--- config.mk ---
export PLATFORM = sky130hd
export DESIGN_NAME = bin2bcd
export DESIGN_NICKNAME = d
export VERILOG_FILES = /design/src/rtl/bin2bcd.sv
export SDC_FILE = /design/constraint.sdc
export NUM_CORES = 1
export LEC_CHECK = 0
export ABC_AREA = 1
export CAP_MARGIN = 15
export CORE_ASPECT_RATIO = 1.4
export CORE_MARGIN = 3
export CORE_UTILIZATION = 45
export CTS_CLUSTER_SIZE = 16
export DETAILED_ROUTE_END_ITERATION = 10
export DONT_BUFFER_PORTS = 1
export MAX_ROUTING_LAYER = met4
export PLACE_DENSITY = 0.64
export SLEW_MARGIN = 10
export SYNTH_ARGS = -nofsm -noshare
export SYNTH_HDL_FRONTEND = slang
export SYNTH_SLANG_ARGS = --single-unit
--- constraint.sdc ---
create_clock -name clk -period 1.85 [get_ports clk]
set_clock_uncertainty 0.15 [all_clocks]
set_input_delay 0.185 -clock clk [delete_from_list [all_inputs] [get_ports clk]]
set_output_delay 0.185 -clock clk [all_outputs]
set_load 0.05 [all_outputs]
--- src/rtl/bin2bcd.sv ---
// bin2bcd -- sequential binary to packed-BCD converter (double dabble).
//
// Converts an unsigned W-bit operand to an OW-bit packed BCD word, least
// significant digit in bcd[3:0]. The default build is iterative: it processes
// one input bit per clock, and out_valid rises W clocks after acceptance.
//
// Build option BIN2BCD_FAST_EN: convert through a fully unrolled
// combinational network. The result is registered on the acceptance edge,
// out_valid is high in the following cycle, and in_ready is tied high.
//
// Ports:
//   clk        system clock, rising edge
//   rst_n      asynchronous active-low reset
//   in_valid   conversion request
//   in_ready   request can be accepted this cycle
//   bin[W]     unsigned operand, sampled on the acceptance edge only
//   bcd[OW]    packed BCD result, held until the next completion or reset
//   out_valid  one-cycle strobe marking a new bcd value
module bin2bcd #(
  parameter  int unsigned W  = 8,
  localparam int unsigned OW = W + (W - 4) / 3 + 1
) (
  input  logic          clk,
  input  logic          rst_n,
  input  logic          in_valid,
  output logic          in_ready,
  input  logic [W-1:0]  bin,
  output logic [OW-1:0] bcd,
  output logic          out_valid
);

  // The BCD field is rounded up to whole nibbles so that the add-3 correction
  // of the top (possibly truncated) digit can never carry out of the field.
  localparam int unsigned BW = 4 * ((OW + 3) / 4);
  localparam int unsigned RW = BW + W;

  // One double-dabble step on the {bcd, binary} working register: correct
  // every BCD nibble >= 5, then shift the whole register left by one.
  function automatic logic [RW-1:0] dabble_step(input logic [RW-1:0] v);
    logic [RW-1:0] t;
    t = v;
    for (int unsigned i = 0; i < BW / 4; i++) begin
      if (t[W + 4*i +: 4] >= 4'd5) begin
        t[W + 4*i +: 4] = t[W + 4*i +: 4] + 4'd3;
      end
    end
    return t << 1;
  endfunction

  logic [OW-1:0] r_bcd;

  assign bcd = r_bcd;

`ifdef BIN2BCD_FAST_EN

  function automatic logic [OW-1:0] convert(input logic [W-1:0] b);
    logic [RW-1:0] v;
    v = {{BW{1'b0}}, b};
    for (int unsigned i = 0; i < W; i++) begin
      v = dabble_step(v);
    end
    return v[W +: OW];
  endfunction

  logic r_valid;

  always_ff @(posedge clk or negedge rst_n) begin
    if (!rst_n) begin
      r_bcd   <= '0;
      r_valid <= 1'b0;
    end else begin
      r_valid <= in_valid;
      if (in_valid) begin
        r_bcd <= convert(bin);
      end
    end
  end

  assign in_ready  = 1'b1;
  assign out_valid = r_valid;

`else

  typedef enum logic [1:0] {
    S_IDLE,
    S_SHIFT,
    S_DONE
  } state_t;

  localparam int unsigned CW = $clog2(W + 1);

  state_t        r_state;
  state_t        w_state_nxt;
  logic [CW-1:0] r_cnt;
  logic [RW-1:0] r_work;
  logic [RW-1:0] w_step;
  logic          w_accept;
  logic          w_last;

  assign w_step    = dabble_step(r_work);
  assign in_ready  = (r_state != S_SHIFT);
  assign out_valid = (r_state == S_DONE);
  assign w_accept  = in_valid & in_ready;
  assign w_last    = (r_cnt == CW'(1));

  always_ff @(posedge clk or negedge rst_n) begin
    if (!rst_n) begin
      r_state <= S_IDLE;
    end else begin
      r_state <= w_state_nxt;
    end
  end

  always_comb begin
    w_state_nxt = r_state;
    case (r_state)
      S_IDLE:  if (in_valid) w_state_nxt = S_SHIFT;
      S_SHIFT: if (w_last)   w_state_nxt = S_DONE;
      S_DONE:  w_state_nxt = in_valid ? S_SHIFT : S_IDLE;
      default: w_state_nxt = S_IDLE;
    endcase
  end

  // Working register and result. bcd is loaded only from the final shift so
  // intermediate values are never visible on the output.
  always_ff @(posedge clk or negedge rst_n) begin
    if (!rst_n) begin
      r_work <= '0;
      r_cnt  <= '0;
      r_bcd  <= '0;
    end else if (w_accept) begin
      r_work <= {{BW{1'b0}}, bin};
      r_cnt  <= CW'(W);
    end else if (r_state == S_SHIFT) begin
      r_work <= w_step;
      r_cnt  <= r_cnt - CW'(1);
      if (w_last) begin
        r_bcd <= w_step[W +: OW];
      end
    end
  end

`endif

endmodule

==> flow_summary_export.csv, run 1 <==
group,metric,value,unit
logic_synthesis,synth_top_area_share,0.505,
placed_design,place_area,1830,µm²
die,fp.dieH,80.5,µm
pwr,p_per_area,1880,nW/µm²
logic_synthesis,avgSynthCellArea,8.46,µm²
clock_network,post-cts-setup-buffers,0,
logic_synthesis,yosys_warnings,0,
placed_design,gp_congestion,0.790,
logic_synthesis,synth_seq_cells,36,
placed_design,place_worst_setup_slack,0.285,ns
timing,tns,0,ns
logic_synthesis,synthesis.area,1780,µm²
placed_design,dp_hpwl,2.46,mm
final_layout,drive_gt1_frac,0.0961,
final_layout,synthToLayoutAreaGrowth,14.7,%
logic_synthesis,syn_inst,211,
die,core.rowCount,26,
grt,grt_overflow,0,
grt,grt_pass1_wl,6.42,mm
clock_network,htreeDepth,2,
detailed_routing,top_layer,"met4",
die,dieArea,4770,µm²
grt,grt_pass1_vias,1460,
timing,setup_viol,0,
detailed_routing,vias,1429,
run_status,status,"complete, no violations",
logic_synthesis,yosysUniqueCellTypes,18,
pwr,leakage,1.07,nW
clock_network,cts_resized,0,
logic_synthesis,seq_area_frac_synth,0.505,
clock_network,cts_tree,"done",
critical_path,cp_top_family,"simple AND/OR/NAND/NOR gates",
detailed_routing,drc,0,
critical_path,worstPathCellList,"inv_1 > ha_1 > nand3_1 > nor2_8 > inv_2 > nand2_1 > o21ai_2",
detailed_routing,first_iter_violations,66,
critical_path,start_kind,"flip-flop",
final_layout,fin_area,2050,µm²
grt,grt_max_degree,37,
critical_path,cp_slowest_stage_delay,0.38,ns
detailed_routing,met2_length,1.74,mm
final_layout,final_common_cell,"nand2_1",
final_layout,layout.nets,248,
clock_network,cts_root_buf,"clkbuf_8",
die,pin_count,23,
placed_design,portBuffers,0,
detailed_routing,wire_per_inst,13.2,µm
clock_network,cts.sinks,36,
pwr,power,3.84,mW
timing,layout_min_cycle_time,1.56,ns
critical_path,required,1.86,ns
final_layout,fin_cells,271,
final_layout,final_cell_mix,"nand2_1, dfrtp_1, nand3_1",
timing,fmaxAchievable,640,MHz
die,core_region_area,3740,µm²
detailed_routing,ant_nets,0,
grt,antenna_found_initial,0,
critical_path,crit_arrival,1.57,ns
critical_path,critPathSlowestCell,"dfrtp_1",
logic_synthesis,yosys.area.top_type,"dfrtp_1",
timing,slew_headroom,0.658,
timing,rsz0062_at_grt,"false",
final_layout,diodes,0,
detailed_routing,met1Wirelength,1.60,mm
timing,tightest_slew,0.514,ns
clock_network,cts_hold_buf,11,
detailed_routing,dr.pass1.iters,4,
logic_synthesis,synth_nets,230,
die,die_w,59.2,µm
timing,finalCritPeriodShare,0.844,
clock_network,cts_inserted_buffers,5,
detailed_routing,drt-total-wl,3.57,mm
critical_path,critPathBufInv,2,
logic_synthesis,ys_top_cells_by_area,"dfrtp_1, nand2_1, nand3_1, ha_1, inv_1",
clock_network,path_clk_slew,0.07,ns
critical_path,crit_type,"reg -> reg",
pwr,ir_drop,1.23,mV
run,maxCapViolCount,0,
timing,holdWs,0.0204,ns
detailed_routing,routed-wl-met3,145,µm
timing,hold_violations,0,
die,start_util,0.477,
critical_path,critPathMaxFanout,13,
timing,drv_slew,0,
placed_design,dp.cells,253,
clock_network,cts_buffer_depth,2,
detailed_routing,vias_per_cell,5.27,
final_layout,final_util,0.547,
timing,timing.final.ws_setup,0.288,ns
grt,track_usage,0.181,
critical_path,cp-end-kind,"flip-flop",
clock_network,clk_latency,0.28,ns
hold_path,holdCritPathClass,"in -> reg",
[cells by family after synthesis]
kind of cell | Yosys count | synth area share
AND/OR/NAND/NOR | 117 | 0.295
flip-flops | 36 | 0.505
buffers and inverters | 28 | 0.0694
AO/OA/AOI/OAI | 22 | 0.0743
adder cells (fa/ha/maj) | 8 | 0.0561
[power by group]
group	leakage (nW)	switching (mW)	internal, mW	total [mW]
sequential	0.455	0.596	1.13	1.73
clock	0.0503	0.273	0.332	0.605
combinational	0.560	0.981	0.524	1.50
total	1.07	1.85	1.99	3.84
[path summary, 6_finish.rpt]
path | start | slack (ns) | to | depth (start not counted)
worst max-delay path | r_cnt[1] | 0.29 | bcd[3] | 7
worst min-delay path | in_valid | 0.02 | r_cnt[2] | 3
worst max register to register | r_cnt[1] | 0.29 | bcd[3] | 7
worst min register to register | r_work[6] | 0.33 | r_work[6] | 2
max in group asynchronous | rst_n | 1.16 | r_work[5] | 2
min in group asynchronous | rst_n | 0.21 | r_work[18] | 2
[synth_stat cells]
library cell / instances
inv_2: 4
nand2_1: 75
inv_1: 21
nand2_4: 2
o21ai_0: 9
o211ai_1: 2
buf_6: 2
o22ai_1: 5
o21ai_2: 3
buf_4: 1
ha_1: 8
nand4_1: 6
nand3_1: 27
a21oi_1: 3
dfrtp_1: 36
nor2_4: 1
nor2_8: 1
nor2_1: 5
[worst reg2reg max path, stage by stage, from the launching register on]
cell and delay (ns):
dfrtp_1 0.38, inv_1 0.09, ha_1 0.14, nand3_1 0.18
nor2_8 0.20, inv_2 0.14, nand2_1 0.09, o21ai_2 0.06
[per-layer routing]
| layer | track usage | up-vias |
|---|---|---|
| met4 | 0.0748 | 0 |
| met2 | 0.292 | 33 |
| met5 | - | - |
| met3 | 0.0418 | 10 |
| li1 | - | 723 |
| met1 | 0.213 | 663 |
[layout make-up]
cell class,instances,area [µm²]
Multi-Input combinational cell,147,759
Tap cell,42,52.6
Inverter,25,93.8
Fill cell,347,1700
Timing Repair Buffer,14,143
Clock buffer,7,96.3
Sequential cell,36,901
[registers in the layout, indices dropped and copies added (netlist names)]
name     flops
r_state      2
r_cnt        4
bcd         10
r_work      20
Power figures use the tool's default switching activity.
==> inputs of run 2 (changes only) <==
==> constraint.sdc (replaced) <==
create_clock -name clk -period 1.65 [get_ports clk]
set_clock_uncertainty 0.15 [all_clocks]
set_input_delay 0.165 -clock clk [delete_from_list [all_inputs] [get_ports clk]]
set_output_delay 0.165 -clock clk [all_outputs]
set_load 0.05 [all_outputs]
==> run 2 against run 1 <==
Cell area is 1.3% higher. Critical path depth is 4 lower. Total power is 13% higher. Final cell count is 1.1% higher. Hold slack better by 0.15 ns. Critical path type is now reg -> out. Utilization is 0.74 points higher. Sequential cell count stayed put.
==> flow_summary_export.csv, run 2 (synthesized netlist as in run 1, its figures left out) <==
group,metric,value,unit
grt,grt_pass1_vias,1434,
critical_path,critPathMaxFanout,9,
final_layout,synthToLayoutAreaGrowth,16.2,%
detailed_routing,vias_per_cell,5.11,
detailed_routing,dr.pass1.iters,4,
pwr,internal_power,2.27,mW
run,maxCapViolCount,0,
pwr,p_per_area,2090,nW/µm²
grt,top_usage_layer,"met2",
grt,grt_pass1_wl,6.35,mm
clock_network,cts_root_buf,"clkbuf_8",
die,fp.dieH,80.5,µm
pwr,pwr-share-clk,0.156,
clock_network,clk_latency,0.28,ns
clock_network,cts.sinks,36,
pwr,net-switching-power,2.05,mW
grt,antenna_found_initial,0,
critical_path,crit_type,"reg -> out",
critical_path,required,1.33,ns
clock_network,cts_inserted_buffers,5,
placed_design,gp_congestion,0.799,
die,start_util,0.477,
final_layout,diodes,0,
placed_design,place_worst_setup_slack,0.144,ns
die,dieArea,4770,µm²
hold_path,holdCritPathClass,"in -> async",
clock_network,path_clk_slew,0.07,ns
detailed_routing,drt-total-wl,3.43,mm
critical_path,reg2reg_setup_slack,0.17,ns
final_layout,top_register,"r_work",
die,core_region_area,3740,µm²
critical_path,crit_arrival,1.19,ns
detailed_routing,ant_nets,0,
detailed_routing,drc,0,
pwr,switching_share,0.474,
run_status,status,"complete, no violations",
timing,layout_min_cycle_time,1.50,ns
timing,setup_viol,0,
grt,grt_overflow,0,
detailed_routing,first_iter_violations,76,
clock_network,cts_tree,"done",
clock_network,cts_buffer_depth,2,
grt,use_met3,0.0402,
timing,drv_slew,0,
clock_network,htreeDepth,2,
grt,met2_usage,0.272,
final_layout,drive_gt1_frac,0.112,
timing,tightest_slew,0.492,ns
placed_design,portBuffers,0,
timing,slew_headroom,0.672,
die,core.rowCount,26,
pwr,comb_power_share,0.397,
timing,timing.final.ws_setup,0.147,ns
final_layout,layout.nets,251,
critical_path,cp-end-kind,"primary output",
timing,tns,0,ns
final_layout,final_cell_mix,"nand2_1, dfrtp_1, nand3_1",
die,pin_count,23,
final_layout,largest_register_ffs,20,
critical_path,start_kind,"flip-flop",
pwr,power_frac_seq,0.447,
timing,hold_violations,0,
detailed_routing,vias,1401,
final_layout,fillers,333,
timing,rsz0062_at_grt,"false",
pwr,leakage,1.08,nW
placed_design,dp_hpwl,2.36,mm
grt,track_usage,0.183,
grt,grt_use_met1,0.234,
detailed_routing,wire_per_inst,12.5,µm
pwr,ir_drop,1.21,mV
timing,finalCritPeriodShare,0.911,
final_layout,final_common_cell,"nand2_1",
clock_network,post-cts-setup-buffers,0,
timing,fmaxAchievable,665,MHz
die,die_w,59.2,µm
grt,grt_max_degree,37,
-- run 2: power groups by stage --
stage                     Clock, mW  Sequential, mW  Combinational (mW)
final                         0.674            1.93                1.72
after global routing          0.723            1.99                2.05
after CTS                     0.695            1.94                1.72
after detailed placement          0            1.95                1.68
after global placement            0            1.95                1.66
after floorplan                   0            1.88                1.36
-- run 2: per-stage QoR --
step,cells,total power [mW],hold slack (ns),utilization,area (µm²)
2_1_floorplan,211,3.24,-0.281,-,1780
3_3_place_gp,256,3.61,-0.280,0.495,1850
3_5_place_dp,256,3.63,-0.280,0.495,1850
4_1_cts,274,4.36,0.168,0.553,2070
5_1_grt,274,4.77,0.186,0.554,2070
6_report,274,4.32,0.172,0.554,2070
-- run 2: cell type report --
| type | count | area (µm²) | share of cell area |
|---|---|---|---|
| Tap cell | 42 | 52.6 | 0.0253 |
| Inverter | 25 | 93.8 | 0.0453 |
| Multi-Input combinational cell | 147 | 764 | 0.369 |
| Sequential cell | 36 | 901 | 0.435 |
| Clock buffer | 7 | 96.3 | 0.0465 |
| Timing Repair Buffer | 17 | 165 | 0.0797 |
-- run 2: per-layer routing --
layer  routed length [µm]  vias up  share of wire
met2                 1630       23           0.47
met3                  108        5          0.031
met5                    0        -              0
met1                 1630      648           0.48
li1                     -      725              -
met4                   61        0          0.018
-- run 2: path summary, 6_finish.rpt --
check	from	end	depth (start not counted)
max reg2reg	r_work[12]	r_work[13]	8
min	rst_n	r_work[14]	2
max in group asynchronous	rst_n	r_work[0]	2
max	r_state[1]	in_ready	3
min reg2reg	r_work[17]	r_work[17]	2
min in group clk	r_work[17]	r_work[17]	2
-- run 2: worst max-delay path, cell delays in order (launching register included) --
cell and delay (ns):
dfrtp_1 0.43, inv_2 0.07, nand2_4 0.16, buf_4 0.24
-- run 2: repair_timing --
action | in CTS | in global routing
resized for setup | 0 | 1
endpoints found under the hold margin | 46 | 0
hold buffers | 11 | 0
endpoints found under the setup margin | 0 | 5
==> inputs of run 3 (changes only) <==
--- a/config.mk
+++ b/config.mk
@@ -6,7 +6,6 @@
 export NUM_CORES = 1
 export LEC_CHECK = 0
 export ABC_AREA = 1
-export CAP_MARGIN = 15
 export CORE_ASPECT_RATIO = 1.4
 export CORE_MARGIN = 3
 export CORE_UTILIZATION = 45
==> constraint.sdc (replaced) <==
create_clock -name clk -period 1.65 [get_ports clk]
set_clock_uncertainty 0.15 [all_clocks]
set_input_delay 0.165 -clock clk [delete_from_list [all_inputs] [get_ports clk]]
set_output_delay 0.165 -clock clk [all_outputs]
set_load 0.005 [all_outputs]
==> run 3 against run 2 <==
Register-to-register slack worse by 0.03 ns. Routed wire length up 4.4%. Total power down 9.9%. Sequential cell count unchanged. Combinational power down 2%. Final cell count down 0.36%. Critical path depth up 5. Sequential power down 19%. Setup slack worse by 0.011 ns. Count of clock-buffer cells in the layout up 1. Critical path type is now reg -> reg. Highest routed layer unchanged.
==> flow_summary_export.csv, run 3 (synthesized netlist as in run 1, its figures left out) <==
group,metric,value,unit
run_status,status,"complete, no violations",
timing,finalCritPeriodShare,0.918,
die,die_w,59.2,µm
timing,setup_viol,0,
timing,fmaxAchievable,660,MHz
final_layout,multi_input_area,769,µm²
timing,tns,0,ns
die,core_region_area,3740,µm²
detailed_routing,ant_nets,0,
grt,grt_pass1_wl,6.38,mm
clock_network,cts_tree,"done",
critical_path,required,1.68,ns
critical_path,critPathMaxFanout,5,
timing,layout_min_cycle_time,1.51,ns
critical_path,crit_arrival,1.55,ns
placed_design,gp_congestion,0.737,
clock_network,path_clk_slew,0.07,ns
hold_path,holdCritPathClass,"in -> reg",
pwr,p_per_area,1890,nW/µm²
detailed_routing,met2_length,1.75,mm
die,pin_count,23,
critical_path,cp.depth,8,
critical_path,start_kind,"flip-flop",
timing,slew_headroom,0.727,
critical_path,cp_slowest_stage_delay,0.42,ns
detailed_routing,routed-wl-met3,117,µm
clock_network,cts.sinks,36,
timing,rsz0062_at_grt,"false",
grt,grt_max_degree,37,
die,dieArea,4770,µm²
grt,grt_pass1_vias,1412,
placed_design,portBuffers,0,
detailed_routing,dr.pass1.iters,4,
critical_path,cp-end-kind,"flip-flop",
grt,grt_overflow,0,
die,fp.dieH,80.5,µm
timing,holdWs,0.0187,ns
final_layout,final_common_cell,"nand2_1",
final_layout,ff_latch_area,901,µm²
timing,hold_violations,0,
final_layout,final_cell_mix,"nand2_1, dfrtp_1, nand3_1",
critical_path,cp_top_family,"simple AND/OR/NAND/NOR gates",
final_layout,drive_gt1_frac,0.104,
timing,drv_slew,0,
critical_path,critPathBufInv,2,
clock_network,htreeDepth,2,
hold_path,hold_depth,3,
final_layout,largest_register_ffs,20,
critical_path,r2r_cells,8,
pwr,leakage,1.07,nW
critical_path,critPathSlowestCell,"dfrtp_1",
final_layout,fillers,345,
final_layout,layout.nets,249,
clock_network,cts_buffer_depth,2,
detailed_routing,drt-total-wl,3.59,mm
pwr,ir_drop,1.15,mV
final_layout,top_register,"r_work",
grt,antenna_found_initial,0,
clock_network,clk_latency,0.29,ns
detailed_routing,drc,0,
clock_network,post-cts-setup-buffers,0,
detailed_routing,first_iter_violations,56,
detailed_routing,vias,1433,
timing,tightest_slew,0.405,ns
clock_network,cts_root_buf,"clkbuf_8",
detailed_routing,top_layer,"met4",
run,maxCapViolCount,0,
die,core.rowCount,26,
critical_path,timing.critical_path.mode_cell,"nand2_1",
final_layout,synthToLayoutAreaGrowth,15.3,%
final_layout,diodes,0,
die,start_util,0.477,
detailed_routing,met1Wirelength,1.66,mm
clock_network,cts_inserted_buffers,5,
detailed_routing,wire_per_inst,13.1,µm
grt,track_usage,0.184,
critical_path,worstPathCellList,"inv_1 > ha_1 > inv_1 > nand2_1 > nand3_1 > nand2_1 > nand3_1 > nand2_1",
critical_path,crit_type,"reg -> reg",
detailed_routing,vias_per_cell,5.25,
placed_design,dp_hpwl,2.53,mm
## run 3: power breakdown
part	total (mW)	switching, mW	internal (mW)
clock	0.639	0.298	0.340
sequential	1.57	0.292	1.28
combinational	1.68	1.07	0.616
total	3.89	1.66	2.24
## run 3: worst min-delay path: cells and delay by family
kind,cells,cell delay [ns]
AO/OA/AOI/OAI,2,0.19
AND/OR/NAND/NOR,1,0.06
## run 3: worst paths after layout
kind                                 start    endpoint  slack [ns]
max in group asynchronous            rst_n    r_cnt[1]        0.98
min in group asynchronous            rst_n      bcd[7]        0.17
worst min register to register  r_work[17]  r_work[17]        0.33
worst min-delay path              in_valid    r_cnt[2]        0.02
worst max register to register  r_work[12]      bcd[5]        0.14
worst max-delay path            r_work[12]      bcd[5]        0.14
## run 3: through the flow
step	total power [mW]	utilization	std cells	instance area (µm²)	setup slack, ns
2_1_floorplan	2.82	-	211	1780	0.174
3_3_place_gp	3.18	0.491	254	1840	0.139
3_5_place_dp	3.23	0.491	254	1840	0.114
4_1_cts	3.92	0.547	273	2050	0.105
5_1_grt	4.30	0.550	273	2060	0.0123
6_report	3.89	0.550	273	2060	0.136
## run 3: final cells by class
| cell class | count | area share |
|---|---|---|
| inverters | 25 | 0.0456 |
| repair buffers | 15 | 0.0730 |
| clock buffers | 8 | 0.0438 |
| well taps | 42 | 0.0255 |
| flip-flops and latches | 36 | 0.438 |
| multi-input cells | 147 | 0.374 |
## run 3: layer usage
layer,track usage,up-vias
li1,-,727
met5,-,-
met3,0.0466,4
met1,0.211,675
met4,0.0884,0
met2,0.294,27
## run 3: repair_timing
action                     in CTS  in global routing
hold endpoints to repair       45                  0
setup endpoints to repair       0                  2
hold buffers                   11                  0
resized for setup               0                  2
